$ cat src/rtl/rep_seq_pkg.sv
// Shared types and constants for the a/b/c repetition stimulus generator.
package rep_seq_pkg;

   localparam int CNT_W = 3;  // b repetition counter width
   localparam int GAP_W = 2;  // inter-pulse gap counter width

   typedef enum logic [2:0] {
      IDLE,
      A_PULSE,
      SETTLE,
      B_ON,
      B_GAP,
      C_PULSE,
      DONE
   } state_t;

   typedef enum logic {
      CONSEC = 1'b0,
      GAPPED = 1'b1
   } mode_t;

   // Registered output bundle, one flop per output.
   typedef struct packed {
      logic a;
      logic b;
      logic c;
      logic busy;
      logic done;
   } out_t;

   // Counters hold "remaining after this one", so load effective value minus one;
   // a programmed zero behaves like one.
   function automatic logic [CNT_W-1:0] rep_reload(input logic [CNT_W-1:0] n);
      return (n == '0) ? '0 : n - 1'b1;
   endfunction

   function automatic logic [GAP_W-1:0] gap_reload(input logic [GAP_W-1:0] g);
      return (g == '0) ? '0 : g - 1'b1;
   endfunction

endpackage

$ cat src/rtl/rep_seq_cnt.sv
// Loadable saturating down-counter with a zero flag.
module rep_seq_cnt #(
   parameter int W = 3
) (
   input  logic         clk,
   input  logic         rst,
   input  logic         load,
   input  logic [W-1:0] load_val,
   input  logic         dec,
   output logic         zero
);

   logic [W-1:0] count;

   // Load has priority; decrement stops at zero so the count never wraps.
   // NOTE: sequential state uses non-blocking assignments so every flop samples pre-edge values.
   always_ff @(posedge clk) begin
      if (rst) begin
         count <= '0;
      end else if (load) begin
         count <= load_val;
      end else if (dec && (count != '0)) begin
         count <= count - 1'b1;
      end
   end

   assign zero = (count == '0);

endmodule

$ cat src/rtl/rep_seq_gen.sv
// Generates one a / b-repeated / c stimulus sequence per accepted start.
module rep_seq_gen
   import rep_seq_pkg::*;
(
   input  logic             clk,
   input  logic             rst,
   input  logic             start,
   input  logic             mode,
   input  logic [CNT_W-1:0] b_count,
   input  logic [GAP_W-1:0] gap,
   output logic             a,
   output logic             b,
   output logic             c,
   output logic             busy,
   output logic             done
);

   state_t           state, state_next;
   out_t             out_q, out_next;
   mode_t            mode_q;
   logic [GAP_W-1:0] gap_q;   // effective gap minus one
   logic             accept;
   logic             rep_load, rep_dec, rep_zero;
   logic             gap_load, gap_dec, gap_zero;

   assign accept = (state == IDLE) && start;

   rep_seq_cnt #(.W(CNT_W)) u_rep_cnt (
      .clk      (clk),
      .rst      (rst),
      .load     (rep_load),
      .load_val (rep_reload(b_count)),
      .dec      (rep_dec),
      .zero     (rep_zero)
   );

   rep_seq_cnt #(.W(GAP_W)) u_gap_cnt (
      .clk      (clk),
      .rst      (rst),
      .load     (gap_load),
      .load_val (gap_q),
      .dec      (gap_dec),
      .zero     (gap_zero)
   );

   // State and output registers; outputs are decoded from the next state so they are flops.
   always_ff @(posedge clk) begin
      if (rst) begin
         state <= IDLE;
         out_q <= '0;
      end else begin
         state <= state_next;
         out_q <= out_next;
      end
   end

   // Capture configuration on start acceptance so later input changes cannot disturb the run.
   always_ff @(posedge clk) begin
      if (rst) begin
         mode_q <= CONSEC;
         gap_q  <= '0;
      end else if (accept) begin
         mode_q <= mode_t'(mode);
         gap_q  <= gap_reload(gap);
      end
   end

   // Next-state and counter control.
   // NOTE: every signal gets a default first so no path leaves it unassigned (no latch).
   always_comb begin
      state_next = state;
      rep_load   = 1'b0;
      rep_dec    = 1'b0;
      gap_load   = 1'b0;
      gap_dec    = 1'b0;
      case (state)
         IDLE: begin
            if (start) begin
               state_next = A_PULSE;
               rep_load   = 1'b1;
            end
         end
         A_PULSE: state_next = SETTLE;
         SETTLE:  state_next = B_ON;
         B_ON: begin
            if (rep_zero) begin
               state_next = C_PULSE;
            end else begin
               rep_dec = 1'b1;
               if (mode_q == GAPPED) begin
                  state_next = B_GAP;
                  gap_load   = 1'b1;
               end
            end
         end
         B_GAP: begin
            if (gap_zero) begin
               state_next = B_ON;
            end else begin
               gap_dec = 1'b1;
            end
         end
         C_PULSE: state_next = DONE;
         DONE:    state_next = IDLE;
         default: state_next = IDLE;
      endcase
   end

   // Output decode of the state being entered; a, b and c are mutually exclusive by construction.
   always_comb begin
      out_next = '0;
      case (state_next)
         A_PULSE: begin
            out_next.a    = 1'b1;
            out_next.busy = 1'b1;
         end
         SETTLE: out_next.busy = 1'b1;
         B_ON: begin
            out_next.b    = 1'b1;
            out_next.busy = 1'b1;
         end
         B_GAP: out_next.busy = 1'b1;
         C_PULSE: begin
            out_next.c    = 1'b1;
            out_next.busy = 1'b1;
         end
         DONE:    out_next.done = 1'b1;
         default: out_next = '0;
      endcase
   end

   assign a    = out_q.a;
   assign b    = out_q.b;
   assign c    = out_q.c;
   assign busy = out_q.busy;
   assign done = out_q.done;

endmodule

$ cat config.mk
export PLATFORM = sky130hd
export DESIGN_NAME = rep_seq_gen
export DESIGN_NICKNAME = d
export VERILOG_FILES = /design/src/rtl/rep_seq_pkg.sv /design/src/rtl/rep_seq_cnt.sv /design/src/rtl/rep_seq_gen.sv
export SDC_FILE = /design/constraint.sdc
export NUM_CORES = 1
export LEC_CHECK = 0
export CELL_PAD_IN_SITES_DETAIL_PLACEMENT = 1
export CELL_PAD_IN_SITES_GLOBAL_PLACEMENT = 2
export CORE_MARGIN = 2
export CORE_UTILIZATION = 33
export CTS_CLUSTER_DIAMETER = 30
export DETAILED_ROUTE_END_ITERATION = 6
export PLACE_DENSITY = 0.84
export SLEW_MARGIN = 20
export SYNTH_ARGS = -nofsm -noshare
export SYNTH_HDL_FRONTEND = slang
export SYNTH_SLANG_ARGS = --single-unit
$ cat constraint.sdc
create_clock -name clk -period 4.1 [get_ports clk]
set_input_delay 0.82 -clock clk [delete_from_list [all_inputs] [get_ports clk]]
set_output_delay 0.82 -clock clk [all_outputs]
set_load 0.005 [all_outputs]
==> run metrics <==
RSZ-0062 raised after global routing false; Primary FF master, synth dfxtp_1; Setup Skew around 0.007 ns; R2R cell count 4; via/cell ratio 5.12; Adder-Cell Fraction of Synth Area between 7 and 8%; Resized cells post-CTS 0; Switching Fraction approximately a third; maximum clock insertion buffer count 2; boundary pin count 14; CP Class in -> reg; FILL cells between 300 and 400; clock latency at the later pin of the worst-skew pair roughly 0.29 ns; DRC violations left 0; Rel. slew slack 58.5%; slowest cell on the critical path or4b_4; part of the power in combinational logic around a quarter; port bufs 13; syn nets roughly 110; root buf cell clkbuf_4; NumNets Final ~120; GRT Total Usage approximately 14%; Reg area roughly 320 um^2; Initial Util a little over a third; Max FO, Critical Path 12; Multi-input gate area between 400 and 500 um^2; EDFF count, synth 0; post-route setup TNS 0 ns; static leakage around 0.37 nW; CTS tree built; Final HPWL DP 1240 um; Pins Over Slew Limit 0; antenna violations before repair 0; die span in x between 50 and 60 um; Die ar. around 3000 um^2; Hold Buf Count CTS 0; vias in the first global route between 600 and 700; Synth Warn # 0; mapped cell area between 800 and 900 um^2; Simple-Gate Fraction of Synth Area between 20 and 30%; DR iter-0 viols 5; grt ovf 0; Pwr Density 359 nW/um^2; Cell Area, Placed 990 um^2; main combinational cell family by area after synthesis simple AND/OR/NAND/NOR gates; synth unique cells 34; CP delay by family, top simple AND/OR/NAND/NOR gates; critical path endpoint category flop; CORE AREA between 2000 and 2500 um^2; Gate Count Post-Synth 97; post-synth top area share around 37%; critical path depth 5; worst hold path cell count 2; status completed; std cell rows 18; final setup fails 0; crit path cell chain clkdlybuf4s50_1, or4b_4, nor3b_1, a21oi_1, nor2_1; Die Y approximately 55 um; Cell Int Power around 250 uW; asr flop ratio synth 0%; CP peak stage delay between 0.5 and 0.6 ns; Setup WS pre-CTS around 1.7 ns; Worst-Margin Slew 0.620 ns; clk slew on worst S/H paths about 0.090 ns; Layout area overhead 17.2%; Post-synth top cells 16 x dfxtp_1, 12 x nor2_1, 7 x a21oi_1, 6 x inv_1, 5 x ha_1; Sw Pwr about 110 uW; CTS Buf Count 3; WL final roughly 1700 um; mux share of post-synthesis cell area approximately 1.2%; Clk pwr share a little under a quarter; remaining antenna violation count after routing 0; largest net degree at the start of global routing 16; TritonCTS Sinks 16; share of cells above drive strength 1 12.0%; TritonRoute pass-1 iters 4; Worst VDD drop about 0.00014 V; sequential share of power between 50% and 60%; postcts setup bufs 0; Worst Path Buf+Inv 1; Worst Hold Class reg -> reg; Compound-Gate Fraction of Synth Area 14.3%; Fmax between 400 and 500 MHz; startpoint types input port; Design Power about 360 uW; top post-synthesis cells by area dfxtp_1 37%, ha_1 7.2%, nor2_1 5.2%, a21oi_1 4.1%, a211oi_2 2.9%; Fin. Hold Viols 0; Maximum Capacitance Violations 0; Worst Path Arrival between 2 and 2.5 ns; routability cong. just under 0.7; vias 707; first-pass GRT wire length approximately 2900 um; drt wl/cell between 10 and 15 um; Worst Path Required between 4 and 5 ns; Tcrit/Tclk final 49.8%; setup ws final between 2 and 2.5 ns; Inserted Diodes 0; post-synthesis sequential area ratio 37.1%; biggest area consumer among synthesized cells dfxtp_1; top-count cell post-synth dfxtp_1; Post-Synth XOR/XNOR Area 3.04%; Design Area, Final around 1000 um^2; CTS H-tree lvls 1; Yosys reg bits 16; fin crit period around 2.0 ns; Syn Area/Cell 8.90 um^2
## layout by cell type (no fill, tap or decap), types with 2 or more instances in the layout
cell type / instances
dfxtp_1: 16
clkdlybuf4s50_1: 13
nor2_1: 12
a21oi_1: 7
inv_1: 6
ha_1: 5
nand2_1: 4
nand3_1: 4
nor3_1: 4
nand2b_1: 3
o211ai_1: 3
nor2b_1: 3
clkbuf_4: 3
nor2_2: 2
a211oi_2: 2
nand3b_1: 2
o21ai_0: 2
xnor2_1: 2
## power groups by stage
| stage | logic [mW] | registers [mW] | clock network (mW) |
|---|---|---|---|
| after CTS | 0.0914 | 0.189 | 0.0898 |
| after global routing | 0.102 | 0.191 | 0.0970 |
| final | 0.0897 | 0.189 | 0.0851 |
| after detailed placement | 0.0906 | 0.192 | 0 |
| after floorplan | 0.0779 | 0.181 | 0 |
| after global placement | 0.0888 | 0.192 | 0 |
## per-stage QoR
step                      hold WS, ns  utilization, %  cells
after detailed placement        0.482            39.9    135
final                           0.485            40.9    138
after CTS                       0.496            40.9    138
after global placement          0.478            39.9    135
after global routing            0.519            40.9    138
after floorplan                 0.456               -     97
## worst min-delay path, delay by kind of cell (launching register included)
| family | cells | cell delay (ns) |
|---|---|---|
| compound gates | 1 | 0.05 |
| flops | 1 | 0.33 |
| simple gates | 1 | 0.06 |
## path summary, 6_finish.rpt
check,from,end,slack [ns]
setup / recovery,start,gap_q[0],2.06
hold / removal,gap_q[1],u_gap_cnt.count[1],0.49
setup reg to reg,state[0],gap_q[0],2.54
hold reg to reg,gap_q[1],u_gap_cnt.count[1],0.49
## registers in the layout, indices dropped and copies added, names as in the netlist
name / count
state: 3
u_rep_cnt.count: 3
gap_q: 2
u_gap_cnt.count: 2
a: 1
b: 1
busy: 1
c: 1
done: 1
mode_q: 1
## layer usage
metal,track usage [%],vias up,part of all wire (%)
li1,-,355,-
met1,16.1,333,48
met2,22.6,14,45
met3,3.23,5,4.5
met4,8.54,0,2.9
met5,0,-,0
## layout make-up
cell class	instances	area share, %
multi-input cells	70	47.3
flip-flops and latches	16	31.6
inverters	6	2.22
repair buffers	13	12.9
clock buffers	3	2.22
well taps	30	3.71
## kinds of logic after synthesis
kind of cell	after synthesis
and+or+nand+nor	43
AOI/OAI and AO/OA	18
DFF	16
buffers and inverters	11
adders and majority gates	5
xor gates and xnor gates	3
muxes	1
Note: power is estimated with default switching activity, not from simulation.
